File: src/rtl/mopshub_elink_pkg.sv
// Shared definitions for the E-link deserializer sequencer and comma detector.
// Holds the demux slot count, the K28.5 comma codes in both running disparities,
// the sequencer state encoding and a bit-reversal helper for the comma compare.
package mopshub_elink_pkg;

    // A 10-bit word arrives as five 2-bit slices
    localparam int unsigned SLOT_NUM = 5;

    // K28.5 comma, negative and positive running disparity
    localparam logic [9:0] K28_5_RDN = 10'b0011111010;
    localparam logic [9:0] K28_5_RDP = 10'b1100000101;

    // ST_RUN is used by the plain build; ST_HUNT/ST_LOCKED replace it
    // when automatic comma alignment is compiled in.
    typedef enum logic [1:0] {
        ST_IDLE   = 2'd0,
        ST_RUN    = 2'd1,
        ST_HUNT   = 2'd2,
        ST_LOCKED = 2'd3
    } state_e;

    function automatic logic [9:0] bitrev10(input logic [9:0] w);
        logic [9:0] r;
        for (int i = 0; i < 10; i++) begin
            r[i] = w[9-i];
        end
        return r;
    endfunction

endpackage

File: src/rtl/elink_comma_det.sv
// Combinational K28.5 comma detector for a demux-assembled 10-bit word.
// Ports: word_i (assembled word, slot0 = bits[1:0]), match_o (comma seen).
// The line may transmit MSB- or LSB-first, so both bit orders of both
// disparities are accepted.
module elink_comma_det
    import mopshub_elink_pkg::*;
(
    input  logic [9:0] word_i,
    output logic       match_o
);

    assign match_o = (word_i == K28_5_RDN) ||
                     (word_i == K28_5_RDP) ||
                     (word_i == bitrev10(K28_5_RDN)) ||
                     (word_i == bitrev10(K28_5_RDP));

endmodule

File: src/rtl/elink_deser_ctrl.sv
// Sequencer for the 2-bit-to-10-bit E-link demux: drives the slot select,
// registers each assembled word with a one-cycle word_valid (1 clk after the
// slot-4 beat), counts words and supports bit-pair slip.
// Ports: clk/rst (sync, active high), enable, edata_valid, slip_req,
// enc10bit_in -> sel, word_out, word_valid, word_cnt, locked.
// Optional macro COMMA_ALIGN_EN adds K28.5 hunting (HUNT/LOCKED sub-states).
module elink_deser_ctrl
    import mopshub_elink_pkg::*;
#(
    parameter int N         = 10,
    parameter int CNT_W     = 16,
    parameter int SLIP_WAIT = 4
) (
    input  logic             clk,
    input  logic             rst,
    input  logic             enable,
    input  logic             edata_valid,
    input  logic             slip_req,
    input  logic [N-1:0]     enc10bit_in,
    output logic [2:0]       sel,
    output logic [N-1:0]     word_out,
    output logic             word_valid,
    output logic [CNT_W-1:0] word_cnt,
    output logic             locked
);

    if (N != 10 || SLIP_WAIT < 0) begin : g_bad_param
        $error("elink_deser_ctrl: only N=10 and SLIP_WAIT>=0 are supported");
    end

    localparam logic [2:0] SLOT_LAST = 3'(SLOT_NUM - 1);

`ifdef COMMA_ALIGN_EN
    localparam state_e     RUN_ENTRY = ST_HUNT;
    localparam int         WAIT_W    = $clog2(SLIP_WAIT + 1) > 0 ? $clog2(SLIP_WAIT + 1) : 1;
    logic [WAIT_W-1:0]     wait_q, wait_d;
    logic                  comma_match;

    elink_comma_det u_comma_det (
        .word_i  (enc10bit_in),
        .match_o (comma_match)
    );
`else
    localparam state_e     RUN_ENTRY = ST_RUN;
`endif

    state_e            state_q, state_d;
    logic [2:0]        slot_q, slot_d;
    logic              slip_pending_q, slip_pending_d;
    logic [N-1:0]      word_q, word_d;
    logic              word_valid_q, word_valid_d;
    logic [CNT_W-1:0]  cnt_q, cnt_d;
    logic              capture;

    always_ff @(posedge clk) begin
        if (rst) begin
            state_q        <= ST_IDLE;
            slot_q         <= '0;
            slip_pending_q <= 1'b0;
            word_q         <= '0;
            word_valid_q   <= 1'b0;
            cnt_q          <= '0;
`ifdef COMMA_ALIGN_EN
            wait_q         <= '0;
`endif
        end else begin
            state_q        <= state_d;
            slot_q         <= slot_d;
            slip_pending_q <= slip_pending_d;
            word_q         <= word_d;
            word_valid_q   <= word_valid_d;
            cnt_q          <= cnt_d;
`ifdef COMMA_ALIGN_EN
            wait_q         <= wait_d;
`endif
        end
    end

    always_comb begin
        state_d        = state_q;
        slot_d         = slot_q;
        slip_pending_d = slip_pending_q;
        word_d         = word_q;
        word_valid_d   = 1'b0;
        cnt_d          = cnt_q;
        capture        = 1'b0;
`ifdef COMMA_ALIGN_EN
        wait_d         = wait_q;
`endif
        if (state_q == ST_IDLE) begin
            slot_d         = '0;
            slip_pending_d = 1'b0;
            if (enable) begin
                state_d = RUN_ENTRY;
            end
        end else if (!enable) begin
            // Partial word is dropped; counting restarts at slot 0.
            state_d        = ST_IDLE;
            slot_d         = '0;
            slip_pending_d = 1'b0;
`ifdef COMMA_ALIGN_EN
            wait_d         = '0;
`endif
        end else begin
            if (edata_valid) begin
                if (slip_pending_q) begin
                    // Slot holds: this beat overwrites the same demux slot.
                    slip_pending_d = 1'b0;
                end else if (slot_q == SLOT_LAST) begin
                    slot_d  = '0;
                    capture = 1'b1;
                end else begin
                    slot_d = slot_q + 3'd1;
                end
            end
            // A request on the consuming beat (or while pending) is dropped.
            if (slip_req && !(edata_valid && slip_pending_q)) begin
                slip_pending_d = 1'b1;
            end
`ifdef COMMA_ALIGN_EN
            if (state_q == ST_LOCKED) begin
                if (capture) begin
                    word_d       = enc10bit_in;
                    word_valid_d = 1'b1;
                    cnt_d        = cnt_q + 1'b1;
                end
                if (slip_req) begin
                    state_d = ST_HUNT;
                end
            end else if (capture) begin
                // Hunting: after an internal slip, let the pipeline settle
                // for SLIP_WAIT words before trusting a compare again.
                if (wait_q != '0) begin
                    wait_d = wait_q - 1'b1;
                end else if (comma_match) begin
                    state_d = ST_LOCKED;
                end else begin
                    slip_pending_d = 1'b1;
                    wait_d         = WAIT_W'(SLIP_WAIT);
                end
            end
`else
            if (capture) begin
                word_d       = enc10bit_in;
                word_valid_d = 1'b1;
                cnt_d        = cnt_q + 1'b1;
            end
`endif
        end
    end

    assign sel        = slot_q;
    assign word_out   = word_q;
    assign word_valid = word_valid_q;
    assign word_cnt   = cnt_q;
`ifdef COMMA_ALIGN_EN
    assign locked     = (state_q == ST_LOCKED);
`else
    assign locked     = (state_q != ST_IDLE);
`endif

endmodule

File: config.mk
export PLATFORM = sky130hd
export DESIGN_NAME = elink_deser_ctrl
export DESIGN_NICKNAME = d
export VERILOG_FILES = /design/src/rtl/mopshub_elink_pkg.sv /design/src/rtl/elink_comma_det.sv /design/src/rtl/elink_deser_ctrl.sv
export SDC_FILE = /design/constraint.sdc
export NUM_CORES = 1
export LEC_CHECK = 0
export ABC_AREA = 1
export CORE_UTILIZATION = 35
export CTS_CLUSTER_DIAMETER = 50
export DETAILED_ROUTE_END_ITERATION = 7
export GPL_TIMING_DRIVEN = 0
export RECOVER_POWER = 50
export SLEW_MARGIN = 20
export SYNTH_ARGS = -nofsm -noshare
export SYNTH_HDL_FRONTEND = slang
export SYNTH_SLANG_ARGS = --single-unit
File: constraint.sdc
create_clock -name clk -period 1.9 [get_ports clk]
set_clock_uncertainty 0.2 [all_clocks]
set_input_delay 0.285 -clock clk [delete_from_list [all_inputs] [get_ports clk]]
set_output_delay 0.285 -clock clk [all_outputs]
set_load 0.05 [all_outputs]
Word level (Yosys, flattened, before mapping):

Index checks and enable logic that the tools add are counted.
W data, S select, Z words.

* register bits: 33
* output and inout port bits: 31
* memories kept: 0
* logic and storage cells: 36
* memory bits (writable): 0
* bits in read-only memories: 0
* bits in latches: 0

* shift operators: 0
* div/mod/pow operators: 0
* equality and inequality tests: 3
* bitwise operators: 3
* reductions and logical operators: 10
* $lt $le $gt $ge: 0
* multiply operators: 0
* mux-type cells: 12
* $add $sub $neg: 2

Operator list (count)
* $add A16 B1 Y16 const B: 1
* $mux W1: 8
* $mux W2: 3
* $reduce_and A2 Y1: 2
* $reduce_bool A2 Y1: 2
* $add A3 B1 Y3 const B: 1
* $eq A3 B3 Y1 const B: 1
* $mux W3: 1
* $not A1 Y1: 3
* $reduce_and A3 Y1: 1
* $reduce_or A3 Y1: 1
* $logic_and A1 B1 Y1: 2
* $logic_not A2 Y1: 1
* $ne A2 B1 Y1 const B: 1
* $ne A2 B2 Y1 const B: 1
* $logic_not A1 Y1: 1

Longest topological paths before layout:

* word-level depth: 7
* mapped depth: 10
* mapped depth without buffers: 10

Worst setup path before layout:

No wires, ideal clock.

* path kind: register to register
* start point: register slot_q[0] (netlist: sel[0])
* end point: register cnt_q[1] (netlist: word_cnt[1])
* clock period less this slack: 1947 ps
* path slack: -47 ps
* stages on the path, launching flop included: 9
* path buffers: 1
* setup time: 70 ps
* arrival: 1676 ps
* cell sequence: dfxtp_1 inv_1 ha_1 nand2_1 inv_1 nand3_4 buf_2 nand2_1 a21oi_1

* word-level cells in the longest chain between the ends: 7

Ends and longest elaborated chain
* from (decl): line elink_deser_ctrl.sv:48 `logic [2:0] slot_q, slot_d;`
* from (signal assigned): line elink_deser_ctrl.sv:68 `slot_q <= slot_d;`
* $eq A3 B3 Y1: line elink_deser_ctrl.sv:109 `end else if (slot_q == SLOT_LAST) begin`
* $mux W1: line elink_deser_ctrl.sv:109
* $mux W1: line elink_deser_ctrl.sv:106 `if (slip_pending_q) begin`
* $mux W1: line elink_deser_ctrl.sv:105 `if (edata_valid) begin`
* $mux W1: line elink_deser_ctrl.sv:96 `end else if (!enable) begin`
* $mux W1: line elink_deser_ctrl.sv:90 `if (state_q == ST_IDLE) begin`
* $reduce_and A3 Y1 (no source line)
* to (signal assigned): line elink_deser_ctrl.sv:72 `cnt_q <= cnt_d;`
* to (decl): line elink_deser_ctrl.sv:52 `logic [CNT_W-1:0] cnt_q, cnt_d;`

No other way between the ends. The select of a mux whose other input is x is not followed.
A chain may end at the register's enable or synchronous reset.

Worst setup path in the final report:

* start point: register cnt_q[6] (netlist: word_cnt[6])
* end point: output word_cnt[6]

RTL lines
* to (decl): line elink_deser_ctrl.sv:23 `output logic [CNT_W-1:0] word_cnt,`

No word-level cell between the ends.

==> impl_metrics.tcl <==
set metrics [dict create \
    antenna_found_initial 0 \
    final_hold_viol_count 0 \
    yosysUniqueCellTypes 22 \
    gp_congestion 0.734 \
    hpwl_um 2360 \
    design_area_sq_um 2040 \
    via_count 1395 \
    setup_viol 0 \
    core_sq_um 4030 \
    dr_wl_met2_um 1330 \
    syn_area_sq_um 1480 \
    status "complete, no violations" \
    path_depth 1 \
    drt_iter0_drc 35 \
    p_leak_nw 0.945 \
    hp-class "input port to flop" \
    drt_wl_total_um 3200 \
    numCtsBuffers 5 \
    crit_type "flop to output pin" \
    fin_crit_ns 1.74 \
    drive_above_1_share_pct 9.27 \
    grt_usage_pct 17.3 \
    reg2reg_depth 8 \
    cts_hold_buf 0 \
    fin_crit_sh_pct 91.3 \
    rsz0062_at_grt "false" \
    syn_nets 224 \
    die_area_sq_um 4480 \
    area.growth.synth_to_final_pct 38.5 \
    wl_met3_um 160 \
    internal_power_mw 1.04 \
    clkLatencyLatePin_ns 0.29 \
    fin_util_pct 50.7 \
    grt-ovfl-total 0 \
    whs_path_depth 2 \
    synth_most_common_cell "nand2_1" \
    dpl_cell_area_sq_um 1980 \
    std_cell_rows 23 \
    ant_nets 0 \
    cpLargestDelayFamily "buffers and inverters" \
    cts_buffer_depth 2 \
    p_clk_share_pct 38.6 \
    async_flop_share_pct 0 \
    cts_sinks 32 \
    start_kind "flop" \
    vdd_drop_max_mv 0.564 \
    top_layer "met4" \
    initial_utilization_pct 36.6 \
    slowest_stage "dlygate4sd2_1" \
    tns_ns 0 \
    worst_path_largest_cell_delay_ns 0.56 \
    synth_seq_cells 32 \
    switching_share_pct 25.4 \
    worstMarginPinSlew_ns 0.588 \
    required_ns 1.41 \
    avgSynthCellArea_sq_um 7.20 \
    port_buffers 44 \
    finalNonFillerCells 309 \
    io_pins 46 \
    grt_pass1_wl_um 5720 \
    cp.arrival_ns 1.25 \
    power_frac_seq_pct 50.4 \
    die_h_um 67.0 \
    end_kind "output pin" \
    post_drt_wl_per_cell_um 10.4 \
    relSlewSlack_pct 61.0 \
    grt_max_degree 11 \
    cp_cell_sequence "dlygate4sd2_1" \
    vias_per_cell 4.51 \
    firstDrtPassIters 4 \
    cts_tree "built" \
    fmax_ghz 0.576 \
    num_antenna_cells 0 \
    yosys.area.top_type "dfxtp_1" \
    synth-edff-count 0 \
    synth.top_cell.area_share_pct 43.4 \
    path_buf_inv 1 \
    clock-root-buffer "clkbuf_8" \
    maxCapViolCount 0 \
    grt_pass1_vias 1316 \
    slew_violations 0 \
    dp_cells 299 \
    wl_met1_um 1660 \
    fp.dieW_um 67.0 \
    fin_nets 277 \
    cts_max_level 2 \
    p_total_mw 1.39 \
    path_max_fanout 5 \
    clk_pin_slew_ns 0.06 \
    power.net_switching_mw 0.352 \
    synth.yosys.warnings 0 \
    postSynthCellCount 205 \
    ys_seq_area_share_pct 43.4 \
    synth_ff_type "dfxtp_1" \
    comb_power_share_pct 11.0 \
    ys_top_cells_by_area "dfxtp_1, nand2_1, a21oi_1, nor2_1, inv_1" \
    power_density_nw_per_um2 679 \
    drc 0 \
    synth_common_cells "nand2_1, dfxtp_1, nor2_1" \
]
==> metrics by stage <==
| stage | worst slack, ns | hold WS (ns) |
|---|---|---|
| CTS | 0.0279 | 0.140 |
| detailed placement | -0.0449 | 0.258 |
| finish | 0.165 | 0.130 |
| global placement | -0.0532 | 0.256 |
| floorplan | 0.0726 | 0.185 |
| global route | 0.0306 | 0.176 |
==> final timing paths <==
check,start,slack (ns),to
worst max-delay path,word_cnt[6]$_SDFFE_PP0P_,0.16,word_cnt[6]
worst min-delay path,rst,0.13,word_out[7]$_SDFFE_PP0P_
worst max register to register,sel[0]$_SDFFE_PP0P_,0.24,word_cnt[6]$_SDFFE_PP0P_
worst min register to register,word_out[5]$_SDFFE_PP0P_,0.26,word_out[5]$_SDFFE_PP0P_
==> timing repair <==
item                                   4_1_cts  5_1_grt
pin swaps                                    0        1
buffers inserted                             0        2
cloned                                       0        0
gates resized for setup                     30        2
setup endpoints to repair                   30        3
endpoints found under the hold margin        0        0
==> area by class of cell <==
cell class	instances	area (sq um)
multi-input cells	144	717
well taps	50	62.6
repair buffers	46	412
plain buffers	5	28.8
fillers	422	1980
clock buffers	6	82.6
inverters	24	90.1
clock inverters	2	10.0
flip-flops and latches	32	642
==> state kept, by name (all words and copies together), names as in the netlist <==
| signal | flops |
|---|---|
| sel | 3 |
| word_cnt | 16 |
| word_valid | 1 |
| word_out | 10 |
| slip_pending_q | 1 |
| state_q | 1 |
==> power by group through the flow <==
stage                     registers [mW]  clock network (mW)  logic, mW
after CTS                          0.699               0.554      0.154
after global placement             0.715                   0      0.160
after detailed placement           0.715                   0      0.161
after floorplan                    0.751                   0     0.0624
after global routing               0.700               0.583      0.167
final                              0.699               0.537      0.153
==> routing by layer <==
| metal | track usage [%] | vias up |
|---|---|---|
| met5 | 0 | - |
| met4 | 7.45 | 0 |
| met3 | 4.79 | 6 |
| met2 | 25.8 | 28 |
| met1 | 23.0 | 613 |
| li1 | - | 748 |
==> cells in the final DEF (no fill, tap or decap) <==
cell and n:
clkbuf_8 6, inv_2 1, nand2_1 57, nand3_4 1, buf_2 2, nor3_1 2
a21oi_1 22, nand2_2 3, nand3_2 1, ha_1 4, xor2_1 2, o21ai_0 1
buf_4 1, nor2_4 4, clkbuf_4 1, o21a_1 1, dfxtp_2 1, clkinv_2 2
dlygate4sd2_1 30, xnor2_1 2, dfxtp_1 31, buf_6 1, clkdlybuf4s50_1 13, nand3_1 11
a211oi_1 2, clkbuf_1 3, nor2_1 28, nand4_1 3, inv_1 23
==> cells by family after synthesis <==
logic type	after synthesis	share of synthesized area, %
and+or+nand+nor	110	33.5
buffers and inverters	29	8.05
AOI/OAI and AO/OA	26	9.32
adders and majority gates	4	3.39
DFF	32	43.4
xor gates and xnor gates	4	2.37
(Power assumes the default switching activity.)
